--- config.mk ---
export PLATFORM = sky130hd
export DESIGN_NAME = wshb_rr_arbiter_flat
export DESIGN_NICKNAME = d
export VERILOG_FILES = /design/src/rtl/wshb_arb_pkg.sv /design/src/rtl/wshb_if.sv /design/src/rtl/rr_pick3.sv /design/src/rtl/wshb_rr_arbiter.sv /design/src/flat_wrapper.sv
export SDC_FILE = /design/constraint.sdc
export NUM_CORES = 1
export LEC_CHECK = 0
export BUFFER_PORTS_ARGS = -buffer_cell sky130_fd_sc_hd__buf_2
export CORE_AREA = 3 3 177 179
export CTS_CLUSTER_DIAMETER = 50
export DETAILED_ROUTE_END_ITERATION = 6
export DIE_AREA = 0 0 180 182
export GPL_TIMING_DRIVEN = 0
export SYNTH_ARGS = -nofsm -noshare
export SYNTH_HDL_FRONTEND = slang
export SYNTH_SLANG_ARGS = --single-unit
export TNS_END_PERCENT = 100
--- constraint.sdc ---
create_clock -name clk -period 2 [get_ports clk]
set_input_delay 0.2 -clock clk [delete_from_list [all_inputs] [get_ports clk]]
set_output_delay 0.2 -clock clk [all_outputs]
set_load 0.02 [all_outputs]
--- src/rtl/wshb_arb_pkg.sv ---
// wshb_arb_pkg: shared types and constants for the 3-way Wishbone round-robin arbiter
package wshb_arb_pkg;
  typedef enum logic [1:0] {IDLE, GRANT, PARK, LOCKOUT} state_t;
  typedef logic [1:0] owner_t;
  localparam owner_t VGA  = 2'd0;
  localparam owner_t MIRE = 2'd1;
  localparam owner_t AUX  = 2'd2;
  function automatic owner_t oh2idx(input logic [2:0] oh);
    return oh[2] ? AUX : oh[1] ? MIRE : VGA;
  endfunction
  function automatic logic [2:0] idx2oh(input owner_t i);
    return 3'b001 << i;
  endfunction
endpackage

--- src/rtl/wshb_if.sv ---
// wshb_if: Wishbone B4 bundle; master drives cyc/stb/adr/we/sel/cti/bte/dat_ms, slave returns ack/err/rty/dat_sm
interface wshb_if #(parameter int DW = 32, parameter int AW = 32);
  logic          cyc;
  logic          stb;
  logic          we;
  logic [AW-1:0] adr;
  logic [DW-1:0] dat_ms;
  logic [DW-1:0] dat_sm;
  logic [DW/8-1:0] sel;
  logic [2:0]    cti;
  logic [1:0]    bte;
  logic          ack;
  logic          err;
  logic          rty;
  modport master(output cyc, stb, we, adr, dat_ms, sel, cti, bte, input ack, err, rty, dat_sm);
  modport slave(input cyc, stb, we, adr, dat_ms, sel, cti, bte, output ack, err, rty, dat_sm);
endinterface

--- src/rtl/rr_pick3.sv ---
// rr_pick3: combinational 3-way picker, urgent vga first, else round-robin after ptr
//   req: cyc of {aux, mire, vga}; ptr: last owner; urgent: vga priority; gnt: one-hot pick
module rr_pick3
  import wshb_arb_pkg::*;
(
  input  logic [2:0] req,
  input  owner_t     ptr,
  input  logic       urgent,
  output logic [2:0] gnt
);
  always_comb
    gnt = (urgent && req[0]) ? 3'b001 :
          (ptr == VGA)  ? (req[1] ? 3'b010 : req[2] ? 3'b100 : req[0] ? 3'b001 : 3'b000) :
          (ptr == MIRE) ? (req[2] ? 3'b100 : req[0] ? 3'b001 : req[1] ? 3'b010 : 3'b000) :
                          (req[0] ? 3'b001 : req[1] ? 3'b010 : req[2] ? 3'b100 : 3'b000);
endmodule

--- src/rtl/wshb_rr_arbiter.sv ---
// wshb_rr_arbiter: shares one SDRAM Wishbone port between vga, mire and aux with timeout
//   clk/rst_n: clock, async active-low reset; wshb_ifs_*: requesters; wshb_ifm_sdram: shared port
//   vga_urgent: vga priority in IDLE; grant: one-hot owner; timeout_cnt: saturating forced-release count
module wshb_rr_arbiter
  import wshb_arb_pkg::*;
#(
  parameter int TIMEOUT = 1024,
  parameter int CNT_W   = 11
) (
  input  logic       clk,
  input  logic       rst_n,
  wshb_if.slave      wshb_ifs_vga,
  wshb_if.slave      wshb_ifs_mire,
  wshb_if.slave      wshb_ifs_aux,
  wshb_if.master     wshb_ifm_sdram,
  input  logic       vga_urgent,
  output logic [2:0] grant,
  output logic [7:0] timeout_cnt
);
  state_t           state_q, state_d;
  owner_t           owner_q, owner_d, last_q, last_d;
  logic [2:0]       grant_q, grant_d, pick;
  logic [CNT_W-1:0] cnt_q, cnt_d;
  logic [7:0]       tcnt_q, tcnt_d;
  logic             in_grant, own_m, own_a, own_cyc, own_stb, tmo, v_sel, m_sel, a_sel;
  rr_pick3 u_pick (
    .req    ({wshb_ifs_aux.cyc, wshb_ifs_mire.cyc, wshb_ifs_vga.cyc}),
    .ptr    (last_q),
    .urgent (vga_urgent),
    .gnt    (pick)
  );
  assign in_grant = state_q == GRANT;
  assign own_m    = owner_q == MIRE;
  assign own_a    = owner_q == AUX;
  assign own_cyc  = own_m ? wshb_ifs_mire.cyc : own_a ? wshb_ifs_aux.cyc : wshb_ifs_vga.cyc;
  assign own_stb  = own_m ? wshb_ifs_mire.stb : own_a ? wshb_ifs_aux.stb : wshb_ifs_vga.stb;
  // A release on the last allowed cycle wins over the timeout
  assign tmo      = in_grant && own_cyc && cnt_q == CNT_W'(TIMEOUT - 1);
  assign wshb_ifm_sdram.cyc    = in_grant & own_cyc;
  assign wshb_ifm_sdram.stb    = in_grant & own_stb;
  assign wshb_ifm_sdram.adr    = own_m ? wshb_ifs_mire.adr    : own_a ? wshb_ifs_aux.adr    : wshb_ifs_vga.adr;
  assign wshb_ifm_sdram.we     = own_m ? wshb_ifs_mire.we     : own_a ? wshb_ifs_aux.we     : wshb_ifs_vga.we;
  assign wshb_ifm_sdram.sel    = own_m ? wshb_ifs_mire.sel    : own_a ? wshb_ifs_aux.sel    : wshb_ifs_vga.sel;
  assign wshb_ifm_sdram.cti    = own_m ? wshb_ifs_mire.cti    : own_a ? wshb_ifs_aux.cti    : wshb_ifs_vga.cti;
  assign wshb_ifm_sdram.bte    = own_m ? wshb_ifs_mire.bte    : own_a ? wshb_ifs_aux.bte    : wshb_ifs_vga.bte;
  assign wshb_ifm_sdram.dat_ms = own_m ? wshb_ifs_mire.dat_ms : own_a ? wshb_ifs_aux.dat_ms : wshb_ifs_vga.dat_ms;
  assign v_sel = in_grant && owner_q == VGA;
  assign m_sel = in_grant && own_m;
  assign a_sel = in_grant && own_a;
  assign wshb_ifs_vga.ack  = v_sel & wshb_ifm_sdram.ack & ~tmo;
  assign wshb_ifs_vga.err  = v_sel & (wshb_ifm_sdram.err | tmo);
  assign wshb_ifs_vga.rty  = v_sel & wshb_ifm_sdram.rty;
  assign wshb_ifs_mire.ack = m_sel & wshb_ifm_sdram.ack & ~tmo;
  assign wshb_ifs_mire.err = m_sel & (wshb_ifm_sdram.err | tmo);
  assign wshb_ifs_mire.rty = m_sel & wshb_ifm_sdram.rty;
  assign wshb_ifs_aux.ack  = a_sel & wshb_ifm_sdram.ack & ~tmo;
  assign wshb_ifs_aux.err  = a_sel & (wshb_ifm_sdram.err | tmo);
  assign wshb_ifs_aux.rty  = a_sel & wshb_ifm_sdram.rty;
  assign wshb_ifs_vga.dat_sm  = wshb_ifm_sdram.dat_sm;
  assign wshb_ifs_mire.dat_sm = wshb_ifm_sdram.dat_sm;
  assign wshb_ifs_aux.dat_sm  = wshb_ifm_sdram.dat_sm;
  assign grant       = grant_q;
  assign timeout_cnt = tcnt_q;
  always_comb begin
    state_d = state_q;
    owner_d = owner_q;
    last_d  = last_q;
    cnt_d   = cnt_q;
    tcnt_d  = tcnt_q;
    case (state_q)
      IDLE:
        if (|pick) begin
          state_d = GRANT;
          owner_d = oh2idx(pick);
          cnt_d   = '0;
        end
      GRANT: begin
        cnt_d = cnt_q + 1'b1;
        if (!own_cyc) begin
          state_d = PARK;
          last_d  = owner_q;
        end else if (tmo) begin
          state_d = LOCKOUT;
          tcnt_d  = tcnt_q + {7'd0, ~&tcnt_q};
        end
      end
      LOCKOUT:
        if (!own_cyc) begin
          state_d = PARK;
          last_d  = owner_q;
        end
      default: state_d = IDLE;
    endcase
    grant_d = (state_d == GRANT || state_d == LOCKOUT) ? idx2oh(owner_d) : 3'b000;
  end
  always_ff @(posedge clk or negedge rst_n)
    if (!rst_n) begin
      state_q <= IDLE;
      owner_q <= VGA;
      last_q  <= AUX;
      grant_q <= '0;
      cnt_q   <= '0;
      tcnt_q  <= '0;
    end else begin
      state_q <= state_d;
      owner_q <= owner_d;
      last_q  <= last_d;
      grant_q <= grant_d;
      cnt_q   <= cnt_d;
      tcnt_q  <= tcnt_d;
    end
endmodule

--- src/flat_wrapper.sv ---
// flat-port wrapper written by rule: the top's interface ports become plain ports
module wshb_rr_arbiter_flat import wshb_arb_pkg::*;
#(
  parameter int TIMEOUT = 1024,
  parameter int CNT_W   = 11
)
  (clk, rst_n, vga_urgent, grant, timeout_cnt, wshb_ifs_vga_cyc, wshb_ifs_vga_stb, wshb_ifs_vga_we, wshb_ifs_vga_adr, wshb_ifs_vga_dat_ms, wshb_ifs_vga_sel, wshb_ifs_vga_cti, wshb_ifs_vga_bte, wshb_ifs_vga_ack, wshb_ifs_vga_err, wshb_ifs_vga_rty, wshb_ifs_vga_dat_sm, wshb_ifs_mire_cyc, wshb_ifs_mire_stb, wshb_ifs_mire_we, wshb_ifs_mire_adr, wshb_ifs_mire_dat_ms, wshb_ifs_mire_sel, wshb_ifs_mire_cti, wshb_ifs_mire_bte, wshb_ifs_mire_ack, wshb_ifs_mire_err, wshb_ifs_mire_rty, wshb_ifs_mire_dat_sm, wshb_ifs_aux_cyc, wshb_ifs_aux_stb, wshb_ifs_aux_we, wshb_ifs_aux_adr, wshb_ifs_aux_dat_ms, wshb_ifs_aux_sel, wshb_ifs_aux_cti, wshb_ifs_aux_bte, wshb_ifs_aux_ack, wshb_ifs_aux_err, wshb_ifs_aux_rty, wshb_ifs_aux_dat_sm, wshb_ifm_sdram_cyc, wshb_ifm_sdram_stb, wshb_ifm_sdram_we, wshb_ifm_sdram_adr, wshb_ifm_sdram_dat_ms, wshb_ifm_sdram_sel, wshb_ifm_sdram_cti, wshb_ifm_sdram_bte, wshb_ifm_sdram_ack, wshb_ifm_sdram_err, wshb_ifm_sdram_rty, wshb_ifm_sdram_dat_sm);
  wshb_if wshb_ifs_vga_i ();
  wshb_if wshb_ifs_mire_i ();
  wshb_if wshb_ifs_aux_i ();
  wshb_if wshb_ifm_sdram_i ();
  input  logic clk;
  input  logic rst_n;
  input  logic vga_urgent;
  output logic [2:0] grant;
  output logic [7:0] timeout_cnt;
  input wire logic [$bits(wshb_ifs_vga_i.cyc)-1:0] wshb_ifs_vga_cyc;
  input wire logic [$bits(wshb_ifs_vga_i.stb)-1:0] wshb_ifs_vga_stb;
  input wire logic [$bits(wshb_ifs_vga_i.we)-1:0] wshb_ifs_vga_we;
  input wire logic [$bits(wshb_ifs_vga_i.adr)-1:0] wshb_ifs_vga_adr;
  input wire logic [$bits(wshb_ifs_vga_i.dat_ms)-1:0] wshb_ifs_vga_dat_ms;
  input wire logic [$bits(wshb_ifs_vga_i.sel)-1:0] wshb_ifs_vga_sel;
  input wire logic [$bits(wshb_ifs_vga_i.cti)-1:0] wshb_ifs_vga_cti;
  input wire logic [$bits(wshb_ifs_vga_i.bte)-1:0] wshb_ifs_vga_bte;
  output wire logic [$bits(wshb_ifs_vga_i.ack)-1:0] wshb_ifs_vga_ack;
  output wire logic [$bits(wshb_ifs_vga_i.err)-1:0] wshb_ifs_vga_err;
  output wire logic [$bits(wshb_ifs_vga_i.rty)-1:0] wshb_ifs_vga_rty;
  output wire logic [$bits(wshb_ifs_vga_i.dat_sm)-1:0] wshb_ifs_vga_dat_sm;
  input wire logic [$bits(wshb_ifs_mire_i.cyc)-1:0] wshb_ifs_mire_cyc;
  input wire logic [$bits(wshb_ifs_mire_i.stb)-1:0] wshb_ifs_mire_stb;
  input wire logic [$bits(wshb_ifs_mire_i.we)-1:0] wshb_ifs_mire_we;
  input wire logic [$bits(wshb_ifs_mire_i.adr)-1:0] wshb_ifs_mire_adr;
  input wire logic [$bits(wshb_ifs_mire_i.dat_ms)-1:0] wshb_ifs_mire_dat_ms;
  input wire logic [$bits(wshb_ifs_mire_i.sel)-1:0] wshb_ifs_mire_sel;
  input wire logic [$bits(wshb_ifs_mire_i.cti)-1:0] wshb_ifs_mire_cti;
  input wire logic [$bits(wshb_ifs_mire_i.bte)-1:0] wshb_ifs_mire_bte;
  output wire logic [$bits(wshb_ifs_mire_i.ack)-1:0] wshb_ifs_mire_ack;
  output wire logic [$bits(wshb_ifs_mire_i.err)-1:0] wshb_ifs_mire_err;
  output wire logic [$bits(wshb_ifs_mire_i.rty)-1:0] wshb_ifs_mire_rty;
  output wire logic [$bits(wshb_ifs_mire_i.dat_sm)-1:0] wshb_ifs_mire_dat_sm;
  input wire logic [$bits(wshb_ifs_aux_i.cyc)-1:0] wshb_ifs_aux_cyc;
  input wire logic [$bits(wshb_ifs_aux_i.stb)-1:0] wshb_ifs_aux_stb;
  input wire logic [$bits(wshb_ifs_aux_i.we)-1:0] wshb_ifs_aux_we;
  input wire logic [$bits(wshb_ifs_aux_i.adr)-1:0] wshb_ifs_aux_adr;
  input wire logic [$bits(wshb_ifs_aux_i.dat_ms)-1:0] wshb_ifs_aux_dat_ms;
  input wire logic [$bits(wshb_ifs_aux_i.sel)-1:0] wshb_ifs_aux_sel;
  input wire logic [$bits(wshb_ifs_aux_i.cti)-1:0] wshb_ifs_aux_cti;
  input wire logic [$bits(wshb_ifs_aux_i.bte)-1:0] wshb_ifs_aux_bte;
  output wire logic [$bits(wshb_ifs_aux_i.ack)-1:0] wshb_ifs_aux_ack;
  output wire logic [$bits(wshb_ifs_aux_i.err)-1:0] wshb_ifs_aux_err;
  output wire logic [$bits(wshb_ifs_aux_i.rty)-1:0] wshb_ifs_aux_rty;
  output wire logic [$bits(wshb_ifs_aux_i.dat_sm)-1:0] wshb_ifs_aux_dat_sm;
  output wire logic [$bits(wshb_ifm_sdram_i.cyc)-1:0] wshb_ifm_sdram_cyc;
  output wire logic [$bits(wshb_ifm_sdram_i.stb)-1:0] wshb_ifm_sdram_stb;
  output wire logic [$bits(wshb_ifm_sdram_i.we)-1:0] wshb_ifm_sdram_we;
  output wire logic [$bits(wshb_ifm_sdram_i.adr)-1:0] wshb_ifm_sdram_adr;
  output wire logic [$bits(wshb_ifm_sdram_i.dat_ms)-1:0] wshb_ifm_sdram_dat_ms;
  output wire logic [$bits(wshb_ifm_sdram_i.sel)-1:0] wshb_ifm_sdram_sel;
  output wire logic [$bits(wshb_ifm_sdram_i.cti)-1:0] wshb_ifm_sdram_cti;
  output wire logic [$bits(wshb_ifm_sdram_i.bte)-1:0] wshb_ifm_sdram_bte;
  input wire logic [$bits(wshb_ifm_sdram_i.ack)-1:0] wshb_ifm_sdram_ack;
  input wire logic [$bits(wshb_ifm_sdram_i.err)-1:0] wshb_ifm_sdram_err;
  input wire logic [$bits(wshb_ifm_sdram_i.rty)-1:0] wshb_ifm_sdram_rty;
  input wire logic [$bits(wshb_ifm_sdram_i.dat_sm)-1:0] wshb_ifm_sdram_dat_sm;
  assign wshb_ifs_vga_i.cyc = wshb_ifs_vga_cyc;
  assign wshb_ifs_vga_i.stb = wshb_ifs_vga_stb;
  assign wshb_ifs_vga_i.we = wshb_ifs_vga_we;
  assign wshb_ifs_vga_i.adr = wshb_ifs_vga_adr;
  assign wshb_ifs_vga_i.dat_ms = wshb_ifs_vga_dat_ms;
  assign wshb_ifs_vga_i.sel = wshb_ifs_vga_sel;
  assign wshb_ifs_vga_i.cti = wshb_ifs_vga_cti;
  assign wshb_ifs_vga_i.bte = wshb_ifs_vga_bte;
  assign wshb_ifs_vga_ack = wshb_ifs_vga_i.ack;
  assign wshb_ifs_vga_err = wshb_ifs_vga_i.err;
  assign wshb_ifs_vga_rty = wshb_ifs_vga_i.rty;
  assign wshb_ifs_vga_dat_sm = wshb_ifs_vga_i.dat_sm;
  assign wshb_ifs_mire_i.cyc = wshb_ifs_mire_cyc;
  assign wshb_ifs_mire_i.stb = wshb_ifs_mire_stb;
  assign wshb_ifs_mire_i.we = wshb_ifs_mire_we;
  assign wshb_ifs_mire_i.adr = wshb_ifs_mire_adr;
  assign wshb_ifs_mire_i.dat_ms = wshb_ifs_mire_dat_ms;
  assign wshb_ifs_mire_i.sel = wshb_ifs_mire_sel;
  assign wshb_ifs_mire_i.cti = wshb_ifs_mire_cti;
  assign wshb_ifs_mire_i.bte = wshb_ifs_mire_bte;
  assign wshb_ifs_mire_ack = wshb_ifs_mire_i.ack;
  assign wshb_ifs_mire_err = wshb_ifs_mire_i.err;
  assign wshb_ifs_mire_rty = wshb_ifs_mire_i.rty;
  assign wshb_ifs_mire_dat_sm = wshb_ifs_mire_i.dat_sm;
  assign wshb_ifs_aux_i.cyc = wshb_ifs_aux_cyc;
  assign wshb_ifs_aux_i.stb = wshb_ifs_aux_stb;
  assign wshb_ifs_aux_i.we = wshb_ifs_aux_we;
  assign wshb_ifs_aux_i.adr = wshb_ifs_aux_adr;
  assign wshb_ifs_aux_i.dat_ms = wshb_ifs_aux_dat_ms;
  assign wshb_ifs_aux_i.sel = wshb_ifs_aux_sel;
  assign wshb_ifs_aux_i.cti = wshb_ifs_aux_cti;
  assign wshb_ifs_aux_i.bte = wshb_ifs_aux_bte;
  assign wshb_ifs_aux_ack = wshb_ifs_aux_i.ack;
  assign wshb_ifs_aux_err = wshb_ifs_aux_i.err;
  assign wshb_ifs_aux_rty = wshb_ifs_aux_i.rty;
  assign wshb_ifs_aux_dat_sm = wshb_ifs_aux_i.dat_sm;
  assign wshb_ifm_sdram_cyc = wshb_ifm_sdram_i.cyc;
  assign wshb_ifm_sdram_stb = wshb_ifm_sdram_i.stb;
  assign wshb_ifm_sdram_we = wshb_ifm_sdram_i.we;
  assign wshb_ifm_sdram_adr = wshb_ifm_sdram_i.adr;
  assign wshb_ifm_sdram_dat_ms = wshb_ifm_sdram_i.dat_ms;
  assign wshb_ifm_sdram_sel = wshb_ifm_sdram_i.sel;
  assign wshb_ifm_sdram_cti = wshb_ifm_sdram_i.cti;
  assign wshb_ifm_sdram_bte = wshb_ifm_sdram_i.bte;
  assign wshb_ifm_sdram_i.ack = wshb_ifm_sdram_ack;
  assign wshb_ifm_sdram_i.err = wshb_ifm_sdram_err;
  assign wshb_ifm_sdram_i.rty = wshb_ifm_sdram_rty;
  assign wshb_ifm_sdram_i.dat_sm = wshb_ifm_sdram_dat_sm;
  wshb_rr_arbiter #(.TIMEOUT(TIMEOUT), .CNT_W(CNT_W)) u_core (.clk(clk), .rst_n(rst_n), .wshb_ifs_vga(wshb_ifs_vga_i), .wshb_ifs_mire(wshb_ifs_mire_i), .wshb_ifs_aux(wshb_ifs_aux_i), .wshb_ifm_sdram(wshb_ifm_sdram_i), .vga_urgent(vga_urgent), .grant(grant), .timeout_cnt(timeout_cnt));
endmodule
# Yosys cells after proc, flatten, opt, wreduce, memory -nomap -nowiden
# Cells that the tools add are included.
# op_classes
n_addsub,2
n_mul,0
div,0
magnitude_cmp,0
eq_ne,9
n_shift,1
n_mux,40
bitwise_logic,17
reduce_logical,18
# ops
cell,n
32-bit 2-to-1 mux,4
3-bit 2-to-1 mux,12
2-bit 2-to-1 mux,11
11-bit case mux with 2 select lines,1
1-bit AND,14
11-bit by 1-bit adder with 11-bit output (second input constant),1
11-bit by 10-bit == test with 1-bit output (second input constant),1
11-bit 2-to-1 mux,1
8-bit by 1-bit adder with 8-bit output,1
2-bit by 1-bit == test with 1-bit output (second input constant),4
1-bit 2-to-1 mux,8
4-bit 2-to-1 mux,2
8-bit AND reduction,1
2-bit == test (second input constant),3
1-bit logical AND,6
2-bit zero test,3
2-bit case mux with 3 select lines,1
2-bit AND reduction,2
3-bit AND reduction,1
3-bit OR reduction,1
1-bit by 2-bit << shifter with 3-bit output (first input constant),1
2-bit by 1-bit != test with 1-bit output (second input constant),1
1-bit NOT,2
2-bit nonzero test,1
4 further kinds,4
# totals
ff_bits,28
latch_bits,0
ramBits,0
mem_bits_ro,0
inputBits,266
out_inout_bits,192
word_cells,93
mem_count,0

# Logic depth before layout (Yosys ltp)
# logic_depth
word_depth,12
ltp_mapped,8

# Cells and area by module
# A second synthesis with hierarchy kept.
# unflattened
hier_cells,593
area_unflattened_um2,4643.2
# modules_own_cells
mod,n_inst,cells_per_inst,area_per_inst_um2
wshb_rr_arbiter,1,583,4583.1
rr_pick3,1,10,60.1

# Worst setup path before layout
# Ideal clock, no wire load.
# synth_path
path_kind,reg2out
startpoint,reg u_core.cnt_q[0]
endpoint,out wshb_ifs_vga_err
t_arrival_ns,1.798
required_time_ns,1.800
slack_ns,0.002
stages_incl_launch_ff,6
n_path_buf,0
path_cell_list,dfrtp_1 > ha_1 > nand3_1 > nor3_1 > a31oi_1 > nor4_1
# synth_between
elab_chain_cells,4
# synth_lines
element,line_no,rtl
start: declaration,wshb_rr_arbiter.sv:23,"logic [CNT_W-1:0] cnt_q, cnt_d;"
start signal: assignment,wshb_rr_arbiter.sv:109,cnt_q <= cnt_d;
11-bit by 10-bit == test with 1-bit output,wshb_rr_arbiter.sv:38,assign tmo = in_grant && own_cyc && cnt_q == CNT_W'(TIMEOUT - 1);
1-bit logical AND,wshb_rr_arbiter.sv:38,
1-bit bitwise OR,wshb_rr_arbiter.sv:51,assign wshb_ifs_vga.err = v_sel & (wshb_ifm_sdram.err | tmo);
1-bit AND,wshb_rr_arbiter.sv:51,
end: declaration,flat_wrapper.sv:26,output wire logic [$bits(wshb_ifs_vga_i.err)-1:0] wshb_ifs_vga_err;
# No other way between the ends.

# Worst setup path in the final report
# layout_path
startpoint,reg u_core.cnt_q[1]
endpoint,out wshb_ifs_aux_ack
# layout_between
elab_chain_cells,4
# layout_lines
element,line_no,rtl
11-bit by 10-bit == test with 1-bit output,wshb_rr_arbiter.sv:38,
1-bit logical AND,wshb_rr_arbiter.sv:38,
1-bit NOT,wshb_rr_arbiter.sv:56,assign wshb_ifs_aux.ack = a_sel & wshb_ifm_sdram.ack & ~tmo;
1-bit AND,wshb_rr_arbiter.sv:56,
end: declaration,flat_wrapper.sv:49,output wire logic [$bits(wshb_ifs_aux_i.ack)-1:0] wshb_ifs_aux_ack;
# No other way between the ends.

==> flow_summary.toml <==
[outcome]
status = "finished with violations"
violations = "setup timing"

[global_routing]
globalRouteOverflowTotal = 0
grt_pass1_vias = 6271
track_usage = 0.140
antenna_found_initial = 2
grt_pass1_wl_mm = 36.3
grt_max_degree = 29

[clock_network]
path_clk_slew_ns = 0.07
htree_levels = 1
cts_max_path_buffers = 2
cts-buffers-inserted = 3
cts_root_buffer = "clkbuf_16"
cts_tree = "yes"
clk_latency_ns = 0.26
cts_sinks = 28

[yosys]
ys_ff_latch = 28
syn_area_um2 = 4660
synth.area.top_cells = "mux2i_1, buf_4, dfrtp_1, a211oi_1, nor2b_1"
seq_area_frac_synth = 0.150
synth-edff-count = 0
syn-instance-count = 602
synth.top_cell.area_share = 0.167
yosysTopAreaCell = "mux2i_1"
synth_flop_cell = "dfrtp_1"
syn_nets = 871
avgSynthCellArea_um2 = 7.75
ys_async_sr_fraction = 1.00
post_synth_num_cell_types = 48
ys_warn_count = 0

[floorplan]
rows = 63
fp.dieH_um = 182
die-width_um = 180
ios = 458
core_region_area_um2 = 29700
start_util = 0.157
die_area_um2 = 32800

[route]
firstDrtPassIters = 4
wire_per_inst_um = 18.2
vias = 6274
viasPerCell = 4.33
wl_mm = 26.4
drt_iter0_markers = 241
drc = 0
drtAntennaViolNets = 0

[timing]
fin_skew_ns = 0.00685
timing.final.crit_share = 1.03
min_period_ns = 2.06
final-max-slew-violation-count = 0
tightestPinTransition_ns = 0.660
fmax_mhz = 484
hold_viol_final = 0
finalSetupViolations = 9
fin_ws_ns = -0.0646
slew_headroom = 0.560
fin_tns_setup_ns = -0.314
rsz0062_at_grt = "yes"

[worst_setup_path]
path_buf_inv = 1
crit_fanout = 4
cp-start-kind = "flip-flop"
worstPathArrival_ns = 1.86
required_ns = 1.80
end_kind = "output port"
crit_chain = "ha_4 > nand3_4 > or3_4 > o211ai_1 > nor2_1 > buf_4"
crit_type = "flip-flop to output port"
cpPeakStageDelay_ns = 0.40
cp_top_family = "simple AND/OR/NAND/NOR gates"
critical-path-slowest-cell = "dfrtp_1"

[finish]
layout_common_cells = "buf_2, buf_4, mux2i_1"
seq_area_um2 = 703
n_fill_cell = 3225
finish.net_count = 1328
multi_input_area_um2 = 3400
drive_above_1_share = 0.649
mostFrequentLayoutCell = "buf_2"
syn_to_final_growth_pct = 84.9

[power]
powerDensity_nw_per_um2 = 1380
clkPwrFrac = 0.042
power_switching_mw = 6.36
seqPwrFrac = 0.067
combinationalPowerShare = 0.891
ir_worst_vdd_uv = 842
p_int_mw = 5.57
power.leakage_nw = 4.11
switching_share = 0.533
power_mw = 11.9

[worst_hold_path]
min_path_type = "input pin to flip-flop"

[placed_design]
io_buffer_count = 425
dp_hpwl_mm = 20.8
place.gp.congestion = 0.921

[flow_run]
cap_violations = 0
## power groups by stage
stage          Sequential (mW)  Combinational [mW]  Clock (mW)
6_report                 0.800                10.6       0.497
5_1_grt                  0.820                11.3       0.537
4_1_cts                  0.798                9.32       0.504
3_5_place_dp             0.780                8.08           0
3_3_place_gp             0.779                8.05           0
2_1_floorplan            0.788                5.18           0
## final cells by class
| type | instances | area share |
|---|---|---|
| antenna | 1 | 0.000290 |
| buffer | 144 | 0.146 |
| clock buffer | 4 | 0.0103 |
| inverter | 7 | 0.00305 |
| multi-input combinational | 421 | 0.395 |
| sequential | 28 | 0.0815 |
| tap | 390 | 0.0566 |
| timing repair buffer | 454 | 0.308 |
## final timing paths
kind	slack, ns	depth (start not counted)	from	endpoint
setup / recovery	-0.06	6	u_core.cnt_q[1]$_DFFE_PN0P_	wshb_ifs_aux_ack
hold / removal	0.42	4	wshb_ifs_aux_cyc	u_core.owner_q[1]$_DFF_PN0_
setup reg to reg	0.08	7	u_core.owner_q[1]$_DFF_PN0_	u_core.timeout_cnt[4]$_DFFE_PN0P_
hold reg to reg	0.49	1	u_core.timeout_cnt[7]$_DFFE_PN0P_	u_core.timeout_cnt[7]$_DFFE_PN0P_
max in group asynchronous	1.04	2	rst_n	u_core.cnt_q[5]$_DFFE_PN0P_
min in group asynchronous	0.50	2	rst_n	u_core.cnt_q[0]$_DFFE_PN0P_
## cell usage after synthesis (all sizes together) (2+ instances only)
master / instances
and4: 2
a31oi: 3
o21ai: 13
xor2: 5
nor2: 7
a32oi: 2
a21oi: 79
nor4: 7
nand3: 8
nand2: 13
or3: 3
mux2i: 78
nor3: 7
buf: 113
clkbuf: 33
nand2b: 3
dfrtp: 27
or2: 2
o211ai: 3
or4: 2
and3: 2
xnor2: 2
nand4: 6
ha: 3
a211oi: 77
inv: 7
mux2: 5
nor2b: 79
## metal layers
metal | wire length (um) | GRT usage | up-vias
li1 | - | - | 3006
met3 | 1860 | 0.0250 | 26
met2 | 13700 | 0.263 | 317
met4 | 582 | 0.0288 | 0
met5 | 0 | 0 | -
met1 | 10300 | 0.167 | 2925
## worst register-to-register path, stage by stage, from the launching register on
cell,delay (ns)
dfrtp_1,0.39
buf_12,0.15
mux2i_1,0.15
mux2_4,0.31
buf_4,0.18
buf_4,0.17
nor4_1,0.32
xor2_1,0.17
## sequential cells by signal (all words and copies together) (netlist names)
name	count
u_core.owner_q	2
u_core.timeout_cnt	8
u_core.state_q	2
u_core.grant	3
u_core.last_q	2
u_core.cnt_q	11
## stage by stage
step           area, um2  worst slack (ns)  std cells   util  hold slack (ns)
6_report            8630           -0.0646       1449  0.290            0.424
5_1_grt             8630            -0.138       1449  0.290            0.473
4_1_cts             7970           -0.0683       1436  0.268            0.424
3_5_place_dp        7280            -0.830       1417  0.245            0.267
3_3_place_gp        7280            -0.837       1417  0.245            0.262
2_1_floorplan       4660           0.00200        602      -          -0.0956
## kinds of logic after synthesis
kind of cell | after synthesis | share of synthesized area
flops | 28 | 0.150
buf+inv | 153 | 0.207
compound gates | 185 | 0.249
fa+ha+maj | 3 | 0.00805
xor+xnor | 7 | 0.0131
mux | 83 | 0.180
simple gates | 143 | 0.192
## timing repair
action	in CTS	in global routing
gates cloned	1	9
pin swaps	12	28
endpoints found under the setup margin	90	89
hold buffers	1	0
setup buffers	14	5
gates resized for setup	140	122
hold endpoints to repair	27	0
Note: power is estimated with default switching activity, not from simulation.
